--- src/rtl/station_array.sv ---
// station_array: issue-station entries that allocate ops, present ready steps to a scheduler and absorb load data.
// Define STATION_AGE_ORDER_EN to present the oldest-allocated ready entry instead of the lowest-index one.
module station_array #(
    parameter int DEPTH = 4,
    parameter int IOP_W = 32,
    parameter int IDX_W = $clog2(DEPTH)
) (
    input  logic             clk,
    input  logic             a_rst_n,
    input  logic             id_feed,
    input  logic [IOP_W-1:0] id_iop,
    input  logic [2:0]       id_iop_init,
    input  logic [15:0]      id_pc,
    input  logic [15:0]      id_k16,
    output logic             id_ready,
    output logic [IDX_W-1:0] id_idx,
    input  logic             lsu_wb,
    input  logic [IDX_W-1:0] lsu_tag,
    input  logic [15:0]      lsu_data,
    output logic             r_valid,
    output logic [IDX_W-1:0] r_idx,
    output logic [2:0]       r_step,
    output logic [IOP_W-1:0] r_iop,
    output logic [15:0]      r_pc,
    output logic [15:0]      r_k16,
    output logic [IDX_W:0]   r_count,
    input  logic             sched_ack
);
    localparam int CW = IDX_W + 1;

    // Ready states carry their step code, so bit 2 alone marks an entry as ready.
    typedef enum logic [2:0] {
        FREE  = 3'b000,
        WAIT0 = 3'b001,
        WAIT1 = 3'b010,
        LOAD0 = 3'b100,
        LOAD1 = 3'b101,
        ALU   = 3'b110,
        STORE = 3'b111
    } state_t;

    state_t           st  [DEPTH];
    logic [IOP_W-1:0] iop [DEPTH];
    logic [15:0]      pc  [DEPTH];
    logic [15:0]      k16 [DEPTH];
    logic [DEPTH-1:0] rdy, free;
    logic [IDX_W-1:0] sel;
    logic             alloc, ack;

    function automatic state_t adv(input state_t s, input logic [IOP_W-1:0] w);
        return s == LOAD0 ? WAIT0 :
               s == LOAD1 ? (w[4] ? FREE : WAIT1) :
               s == ALU   ? (w[23] ? STORE : FREE) : FREE;
    endfunction

    always_comb begin
        id_idx  = '0;
        r_count = '0;
        for (int i = DEPTH - 1; i >= 0; i--) begin
            rdy[i]  = st[i][2];
            free[i] = st[i] == FREE;
            if (free[i]) id_idx = IDX_W'(i);
            r_count = r_count + CW'(!free[i]);
        end
    end

`ifdef STATION_AGE_ORDER_EN
    // older[i][j] set: entry i was allocated before entry j.
    logic [DEPTH-1:0] older [DEPTH];
    logic [DEPTH-1:0] win;

    always_comb begin
        sel = '0;
        for (int i = 0; i < DEPTH; i++) begin
            win[i] = rdy[i];
            for (int j = 0; j < DEPTH; j++)
                if (j != i && rdy[j] && !older[i][j]) win[i] = 1'b0;
            if (win[i]) sel = IDX_W'(i);
        end
    end

    always_ff @(posedge clk or negedge a_rst_n) begin
        if (!a_rst_n) begin
            for (int i = 0; i < DEPTH; i++) older[i] <= '0;
        end else if (alloc) begin
            for (int i = 0; i < DEPTH; i++)
                for (int j = 0; j < DEPTH; j++)
                    if (IDX_W'(i) == id_idx) older[i][j] <= 1'b0;
                    else if (IDX_W'(j) == id_idx) older[i][j] <= 1'b1;
        end
    end
`else
    always_comb begin
        sel = '0;
        for (int i = DEPTH - 1; i >= 0; i--)
            if (rdy[i]) sel = IDX_W'(i);
    end
`endif

    assign id_ready = |free;
    assign alloc    = id_feed & id_ready;
    assign r_valid  = |rdy;
    assign ack      = r_valid & sched_ack;
    assign r_idx    = sel;
    assign r_step   = r_valid ? st[sel]  : 3'b000;
    assign r_iop    = r_valid ? iop[sel] : '0;
    assign r_pc     = r_valid ? pc[sel]  : '0;
    assign r_k16    = r_valid ? k16[sel] : '0;

    always_ff @(posedge clk or negedge a_rst_n) begin
        if (!a_rst_n) begin
            for (int i = 0; i < DEPTH; i++) begin
                st[i]  <= FREE;
                iop[i] <= '0;
                pc[i]  <= '0;
                k16[i] <= '0;
            end
        end else begin
            for (int i = 0; i < DEPTH; i++) begin
                if (alloc && id_idx == IDX_W'(i)) begin
                    st[i]  <= state_t'(id_iop_init);
                    iop[i] <= id_iop;
                    pc[i]  <= id_pc;
                    k16[i] <= id_k16;
                end else if (ack && sel == IDX_W'(i)) begin
                    st[i] <= adv(st[i], iop[i]);
                end else if (lsu_wb && lsu_tag == IDX_W'(i) && (st[i] == WAIT0 || st[i] == WAIT1)) begin
                    st[i]  <= st[i] == WAIT0 ? LOAD1 : ALU;
                    k16[i] <= lsu_data;
                end
            end
        end
    end
endmodule

--- config.mk ---
export PLATFORM = sky130hd
export DESIGN_NAME = station_array
export DESIGN_NICKNAME = d
export VERILOG_FILES = /design/src/rtl/station_array.sv
export SDC_FILE = /design/constraint.sdc
export NUM_CORES = 1
export LEC_CHECK = 0
export CAP_MARGIN = 20
export CORE_ASPECT_RATIO = 0.6
export CORE_MARGIN = 2
export CORE_UTILIZATION = 40
export DETAILED_ROUTE_END_ITERATION = 16
export PLACE_DENSITY = 0.6
export SETUP_SLACK_MARGIN = 0.02
export SKIP_LAST_GASP = 1
export SYNTH_ARGS = -nofsm -noshare
export SYNTH_HDL_FRONTEND = slang
export SYNTH_SLANG_ARGS = --single-unit
export TNS_END_PERCENT = 30
--- constraint.sdc ---
create_clock -name clk -period 3.07 [get_ports clk]
set_clock_uncertainty 0.1 [all_clocks]
set_input_delay 0.7675 -clock clk [delete_from_list [all_inputs] [get_ports clk]]
set_output_delay 0.7675 -clock clk [all_outputs]
set_load 0.03 [all_outputs]
* Word-level counts from Yosys, hierarchy flattened *
Cells that the tools add are included.
Widths: inputs -> output; s select.

operators by class
  $lt $le $gt $ge = 1
  muxes and demuxes = 72
  reduce and logical (&&, ||, !) cells = 45
  eq/ne operators = 33
  add/sub/neg operators = 3
  bitwise operators = 3

operator list
  kind                number
  $mux 16             18
  $mux 32             3
  $mux 3              31
  $bmux 16 s2         2
  $bmux 32 s2         1
  $eq 3x3->1 const B  12
  $mux 2              16
  $logic_and 1x1->1   16
  $eq 2x2->1 const B  6
  $eq 3x1->1 const B  4
  $eq 3x2->1 const B  4
  $logic_not 3->1     4
  $reduce_bool 3->1   4
  $ne 2x2->1 const B  4
  $reduce_and 2->1    4
  $reduce_bool 2->1   4
  $reduce_or 4->1     2
  $bmux 3 s2          1
  $eq 2x1->1 const B  3
  $logic_not 2->1     3
  $logic_not 1->1     4
  $logic_or 1x1->1    4
  $add 2x1->3         1
  $add 3x1->3         1
  4 further kinds     5

storage, ports and cells
  flip-flop bits (word level) = 268
  bits of input ports = 90
  logic and storage cells = 173
  output and inout bits = 76

* Longest topological paths before layout *
Gate-level depths: netlist of the first run.

  depth in word-level cells = 9
  depth in mapped cells = 11

* Worst setup path after synthesis of the first run *
Ideal clock, no wire load.

  path type = register -> output
  from = reg st[3] (netlist bit)
  to = out r_count[1]
  path slack = 128 ps
  stages on the path, launching flop included = 7
  buffers on the path = 1
  data arrival time = 2074 ps
  cell sequence = dfrtp_1 -> buf_6 -> or3_4 -> ha_1 -> ha_1 -> ha_1 -> ha_1

on the way
  word-level cells in the longest chain between the ends = 5

RTL lines
  element                           RTL line  text
  start: declaration                42        state_t st [DEPTH];
  start signal: indexed assignment  121       st[i] <= state_t'(id_iop_init);
  start signal: indexed assignment  126       st[i] <= adv(st[i], iop[i]);
  start signal: indexed assignment  128       st[i] <= st[i] == WAIT0 ? LOAD1 : ALU;
  $logic_not 3->1                   61        free[i] = st[i] == FREE;
  $logic_not 1->1                   63        r_count = r_count + CW'(!free[i]);
  $add 1x1->2                       63
  $add 2x1->3                       63
  $add 3x1->3                       63
  end: declaration                  26        output logic [IDX_W:0] r_count,

No other way between the ends.

* Worst setup path in the final report of the first run *
  from = reg st, in the netlist rdy[2]
  to = out r_count[1]

The elaborated chain is that of the path after synthesis.

==> metrics.yaml, run 1 <==
synth_top_area_cell: "dfrtp_1"
crit_fanout: 2
initial_utilization_pct: 40.7
htreeDepth: 1
path_clk_slew_ns: 0.07
antenna_found_initial: 1
post-route-min-period_ns: 3.33
netlist-cell-type-count: 58
drc: 0
yosysWarnings: 0
mostFrequentLayoutCell: "nand2_1"
rows: 50
wl_per_cell_um: 21.4
vias: 10300
clock-root-buffer: "clkbuf_16"
worstMarginPinSlew_ns: 0.630
p_leak_nw: 7.38
relSlewSlack_pct: 58.0
synthToLayoutAreaGrowth_pct: 31.6
gp_congestion: 0.827
dieWidth_um: 234
ir_drop_mv: 0.864
final_cell_mix: "nand2_1 (271), dfrtp_1 (268), mux2_2 (143), buf_4 (108), a21oi_1 (101)"
fin_nets: 1486
synth_edf_count: 0
postSynthAreaPerCell_sq_um: 10.6
synthFlopType: "dfrtp_1"
setup_viol: 74
hp-class: "in -> async"
cts.sinks: 268
post-route-period-util_pct: 109
reg2reg_depth: 8
cts_buffers: 27
grtUsageTotal_pct: 22.7
gr-total-overflow: 0
fp.coreArea_sq_mm: 0.0312
seq_area_frac_synth_pct: 52.9
total_power_mw: 21.7
final_util_pct: 53.5
ctsHoldBuffers: 0
rsz0062_at_grt: "yes"
drt-initial-drc-count: 1121
netlist_area_sq_mm: 0.0127
port_buffers: 165
hold_viol: 0
fin_cells: 1828
synthTopCellsByArea: "dfrtp_1 (53%), mux2_2 (13%), nand2_1 (8.1%), a222oi_1 (5.1%), a21oi_1 (4.3%)"
dp_cells: 1740
crit_type: "reg -> out"
grt_max_degree: 81
fill_cells: 2701
max_freq_mhz: 300
syn_inst: 1196
drive_gt1_share_pct: 27.7
synth_top_cell_area_share_pct: 52.9
grt_pass1_vias: 9776
cts_buffer_depth: 3
grt_pass1_wl_um: 58000
status: "complete, but fails checks"
p_per_area_mw_per_mm2: 1300
synth_nets: 1291
synthArstFlopShare_pct: 100
dp_hpwl_um: 23300
vias_per_cell: 5.62
synth-seq-cells: 268
violations: "negative setup slack"
cap_viol_max_count: 0
fin_ws_ns: -0.263
dieArea_sq_mm: 0.0332
drv_slew: 0
cp-end-kind: "primary output"
finalWirelength_um: 39200
crit_path_start_kind: "flip-flop"
clk_latency_ns: 0.54
cts_tree: "done"
drt_pass1_iterations: 6
cp.required_ns: 2.20
detail-route-antenna-nets: 0
die_h_um: 142
io_pins: 166
crit_arrival_ns: 2.47
## cell usage after synthesis, drive strengths merged (2+ instances only)
| library cell | n |
|---|---|
| clkbuf | 52 |
| inv | 12 |
| nor4bb | 2 |
| nand3b | 2 |
| mux2 | 144 |
| a222oi | 65 |
| buf | 48 |
| nand2 | 273 |
| nor2 | 55 |
| nor3 | 9 |
| nand3 | 5 |
| or3 | 3 |
| and2 | 2 |
| o21ai | 26 |
| ha | 5 |
| dfrtp | 268 |
| nor2b | 5 |
| nor4 | 2 |
| o32ai | 3 |
| a21oi | 110 |
| nor4b | 3 |
| o221ai | 3 |
| a31oi | 17 |
| xnor2 | 2 |
| mux2i | 51 |
| nand2b | 7 |
## per-stage QoR
| stage | hold slack [ns] | setup WS, ns | setup TNS (ns) | cell area, sq um |
|---|---|---|---|---|
| final | 0.0824 | -0.263 | -10.25 | 16700 |
| after global routing | 0.111 | -0.314 | -15.52 | 16700 |
| after CTS | 0.0997 | -0.208 | -10.47 | 16200 |
| after detailed placement | 0.363 | -0.171 | -0.171 | 15000 |
| after global placement | 0.352 | -0.189 | -0.189 | 15000 |
| after floorplan | 0.337 | 0.128 | 0 | 12700 |
## final cells by class
class	count	area [sq um]	share of cell area, %
diodes	1	2.50	0.0150
clock buffers	43	806	4.83
clock inverters	6	105	0.630
inverters	12	45.0	0.270
multi-input cells	817	5610	33.6
flip-flops and latches	268	6710	40.2
well taps	416	520	3.12
repair buffers	265	2880	17.3
## logic make-up (layout without fill, tap and decap cells)
kind of cell             after synthesis  in the layout  share of synthesized area [%]
AND/OR/NAND/NOR                      376            377                           12.6
flip-flops                           268            268                           52.9
AO/OA/AOI/OAI                        237            237                           12.7
multiplexers                         195            195                           16.8
buffers and inverters                112            326                           4.28
adder cells (fa/ha/maj)                5              5                          0.494
XOR/XNOR                               3              3                          0.207
other                                  0              1                              0
## sequential cells by signal (all words and copies together) (netlist names)
name  flops
rdy       4
st        8
iop     128
k16      64
pc       64
## path summary, 6_finish.rpt
path                          from          to  slack (ns)
min in group clk            pc[44]      pc[44]        0.38
hold / removal             a_rst_n      pc[58]        0.08
max in group asynchronous  a_rst_n     k16[10]        1.96
hold reg to reg             pc[44]      pc[44]        0.38
setup reg to reg            rdy[2]     iop[60]        0.47
setup / recovery            rdy[2]  r_count[1]       -0.26
## where the power goes
| part | switching (mW) | internal, mW |
|---|---|---|
| Sequential | 0.902 | 5.21 |
| Combinational | 6.82 | 5.35 |
| Clock | 1.41 | 2.04 |
## metal layers
layer	up-vias	part of all wire, %	track usage [%]
li1	4662	-	-
met1	5153	48	34.9
met2	401	44	33.8
met3	53	6.6	3.46
met4	0	1.9	4.66
met5	-	0	0
## worst max-delay path, stage by stage (launching register included)
cell and delay [ns]:
dfrtp_1 0.40, buf_4 0.14, or3_4 0.36, ha_4 0.29
ha_4 0.20, ha_4 0.16, ha_4 0.26, buf_6 0.13
## repair_timing
action | 4_1_cts | 5_1_grt
setup buffers | 9 | 18
gates resized for setup | 31 | 35
pin swaps | 13 | 17
endpoints found under the setup margin | 76 | 76
gates cloned | 5 | 6
(Power assumes the default switching activity.)
==> run 2, diff against run 1 <==
HOLD_SLACK_MARGIN = 0.08   (was default)
==> results of run 2 <==
Final layout, timing and power as in run 1 (identical DEF).
==> run 3, diff against run 2 <==
ABC_AREA = 1   (was default)
==> run 3 against run 2 <==
Compared with the run above:
- the flow still finishes with violations (negative setup slack)
- routed wire length is 9.8% higher
- count of clock-buffer cells in the layout is 3 lower
- maximum frequency is 2.6% higher
- global-route usage is 1.8 points higher
- register-to-register slack better by 0.02 ns
- cell area is 4.9% higher
- core utilization is 0.087 points lower
- non-clock buffer count is 7 lower
- worst hold slack worse by 0.012 ns
- first-iteration DRC count is 24% higher
- largest cell class unchanged
- sequential share of layout area is 1.9 points lower
- critical endpoint is now r_iop[28]
- area after synthesis is 5.8% higher
==> metrics.yaml, run 3 <==
fin_cells: 2441
reg.largest.list: "iop (128), k16 (64), pc (64)"
fin_ws_ns: -0.178
max_freq_mhz: 308
synth_nets: 1887
post-route-min-period_ns: 3.25
crit_arrival_ns: 2.38
cts_tree: "done"
synth_top_cell_area_share_pct: 50.0
r2r-end: "iop[30]"
ir_drop_mv: 1.38
critPathLaunch: "rdy[3]"
drt-initial-drc-count: 1392
fp.coreArea_sq_mm: 0.0327
yosysMostFrequentCell: "nand2_1"
crit_family: "buffers and inverters"
crit_fanout: 6
cp.required_ns: 2.20
crit_path_start_kind: "flip-flop"
port_buffers: 165
vias_per_cell: 5.20
relSlewSlack_pct: 40.7
total_power_mw: 23.0
synthTopCellsByCount: "nand2_1 (660), dfrtp_1 (268), o21ai_0 (229), inv_1 (195), nand3_1 (105)"
clock-root-buffer: "clkbuf_16"
antenna_found_initial: 1
synth-seq-cells: 268
die_h_um: 146
slowest_delay_ns: 0.44
gr-total-overflow: 0
reg2reg_depth: 12
dp_hpwl_um: 26900
hp-class: "in -> async"
grt_max_degree: 93
io_pins: 166
top_register: "iop"
netlist_area_sq_mm: 0.0134
synthArstFlopShare_pct: 100
rsz0062_at_grt: "yes"
hold_slack_ns: 0.0700
rr_startpoint: "rdy[3]"
slowest_stage: "dfrtp_2"
detail-route-antenna-nets: 0
hold_viol: 0
cts.sinks: 268
dieWidth_um: 240
clk_latency_ns: 0.54
cap_viol_max_count: 0
seq_area_frac_synth_pct: 50.0
yosysWarnings: 0
syn_inst: 1792
dieArea_sq_mm: 0.0350
path_clk_slew_ns: 0.06
synthToLayoutAreaGrowth_pct: 30.5
fin_nets: 2065
final_util_pct: 53.4
violations: "negative setup slack"
htreeDepth: 1
postSynthAreaPerCell_sq_um: 7.48
status: "complete, but fails checks"
crit_buf_inv: 7
synth_top_area_cell: "dfrtp_1"
rows: 51
synthFlopType: "dfrtp_1"
largest_reg_flops: 128
synth_edf_count: 0
synthTopCellsByArea: "dfrtp_1 (50%), nand2_1 (18%), o21ai_0 (8.5%), inv_1 (5.5%), nand3_1 (3.9%)"
gp_congestion: 0.898
drc: 0
path_cells: "buf_6, o21ai_4, inv_2, nor2_4, buf_6, buf_12, buf_12, nand2_1, nand4_1, nand2_1, inv_1, buf_4"
grtUsageTotal_pct: 24.4
finalWirelength_um: 43000
drt_pass1_iterations: 5
vias: 12700
final.setup.tns_ns: -7.15
crit_type: "reg -> out"
cts_buffers: 27
grt_pass1_wl_um: 67400
wl_per_cell_um: 17.6
p_per_area_mw_per_mm2: 1310
drive_gt1_share_pct: 14.7
grt_pass1_vias: 11900
cts_buffer_depth: 3
cp_num_cells: 12
cp-end-kind: "primary output"
final_cell_mix: "nand2_1 (634), dfrtp_1 (265), o21ai_0 (218), inv_1 (182), buf_4 (107)"
mostFrequentLayoutCell: "nand2_1"
worstMarginPinSlew_ns: 0.889
netlist-cell-type-count: 30
dp_cells: 2346
drv_slew: 0
r2r_setup_slack_ns: 0.49
initial_utilization_pct: 41.0
p_leak_nw: 8.99
post-route-period-util_pct: 106
setup_viol: 71
[run 3: cell types whose count changed after synthesis, sizes merged, moves of 20 or more]
cell / previous run / this run
a21oi: 110 / 54
inv: 12 / 201
mux2i: 51 / 0
buf: 48 / 68
a222oi: 65 / 0
nand3: 5 / 108
nand4: 1 / 37
nand2: 273 / 665
mux2: 144 / 0
o21ai: 26 / 254
[run 3: worst max path at each step]
stage / end / slack (ns)
floorplan: r_iop[23] / 0.15
global placement: r_count[1] / 0.23
detailed placement: r_count[1] / 0.19
CTS: id_ready / -0.20
global route: r_iop[28] / -0.28
finish: r_iop[28] / -0.18
[run 3: final cells by class]
cell class | count | area (sq um)
diodes | 1 | 2.50
clock buffers | 40 | 815
clock inverters | 9 | 125
fillers | 3113 | 15200
inverters | 202 | 790
multi-input cells | 1213 | 5740
flip-flops and latches | 268 | 6710
well taps | 450 | 563
repair buffers | 258 | 2740
[run 3: worst reg2reg max path: cells and delay by family (launching register included)]
family	cells	cell delay [ns]
buf+inv	6	0.89
simple gates	4	0.71
flops	1	0.44
fa+ha+maj	1	0.19
compound gates	1	0.09
[run 3: layer usage]
| metal | wire (um) | vias to the layer above | GRT usage [%] |
|---|---|---|---|
| met5 | 0 | - | 0 |
| met4 | 713 | 0 | 4.84 |
| met3 | 3530 | 58 | 4.76 |
| met2 | 17700 | 493 | 34.2 |
| met1 | 21100 | 6076 | 38.7 |
| li1 | - | 6071 | - |
[run 3: what timing repair did]
action / in CTS / in global routing
endpoints found under the setup margin: 73 / 73
pin swaps: 6 / 16
hold buffers: 0 / 0
setup buffers: 24 / 16
resized for setup: 70 / 73
cloned: 7 / 1
[run 3: where the power goes]
part | leakage, nW | switching (mW) | internal, mW
Clock | 0.460 | 1.42 | 2.08
Combinational | 5.21 | 8.24 | 5.10
Sequential | 3.32 | 0.923 | 5.19
Total | 8.99 | 10.6 | 12.4
[run 3: kinds of logic after synthesis]
kind of cell	synth area share (%)
AOI/OAI and AO/OA	13.9
DFF	50.0
adders and majority gates	0.467
buffers and inverters	9.37
and+or+nand+nor	26.2
[run 3: through the flow]
| step | area [sq um] | setup WS (ns) |
|---|---|---|
| 2_1_floorplan | 13400 | 0.149 |
| 3_3_place_gp | 15600 | 0.231 |
| 3_5_place_dp | 15600 | 0.189 |
| 4_1_cts | 17100 | -0.196 |
| 5_1_grt | 17500 | -0.277 |
| 6_report | 17500 | -0.178 |
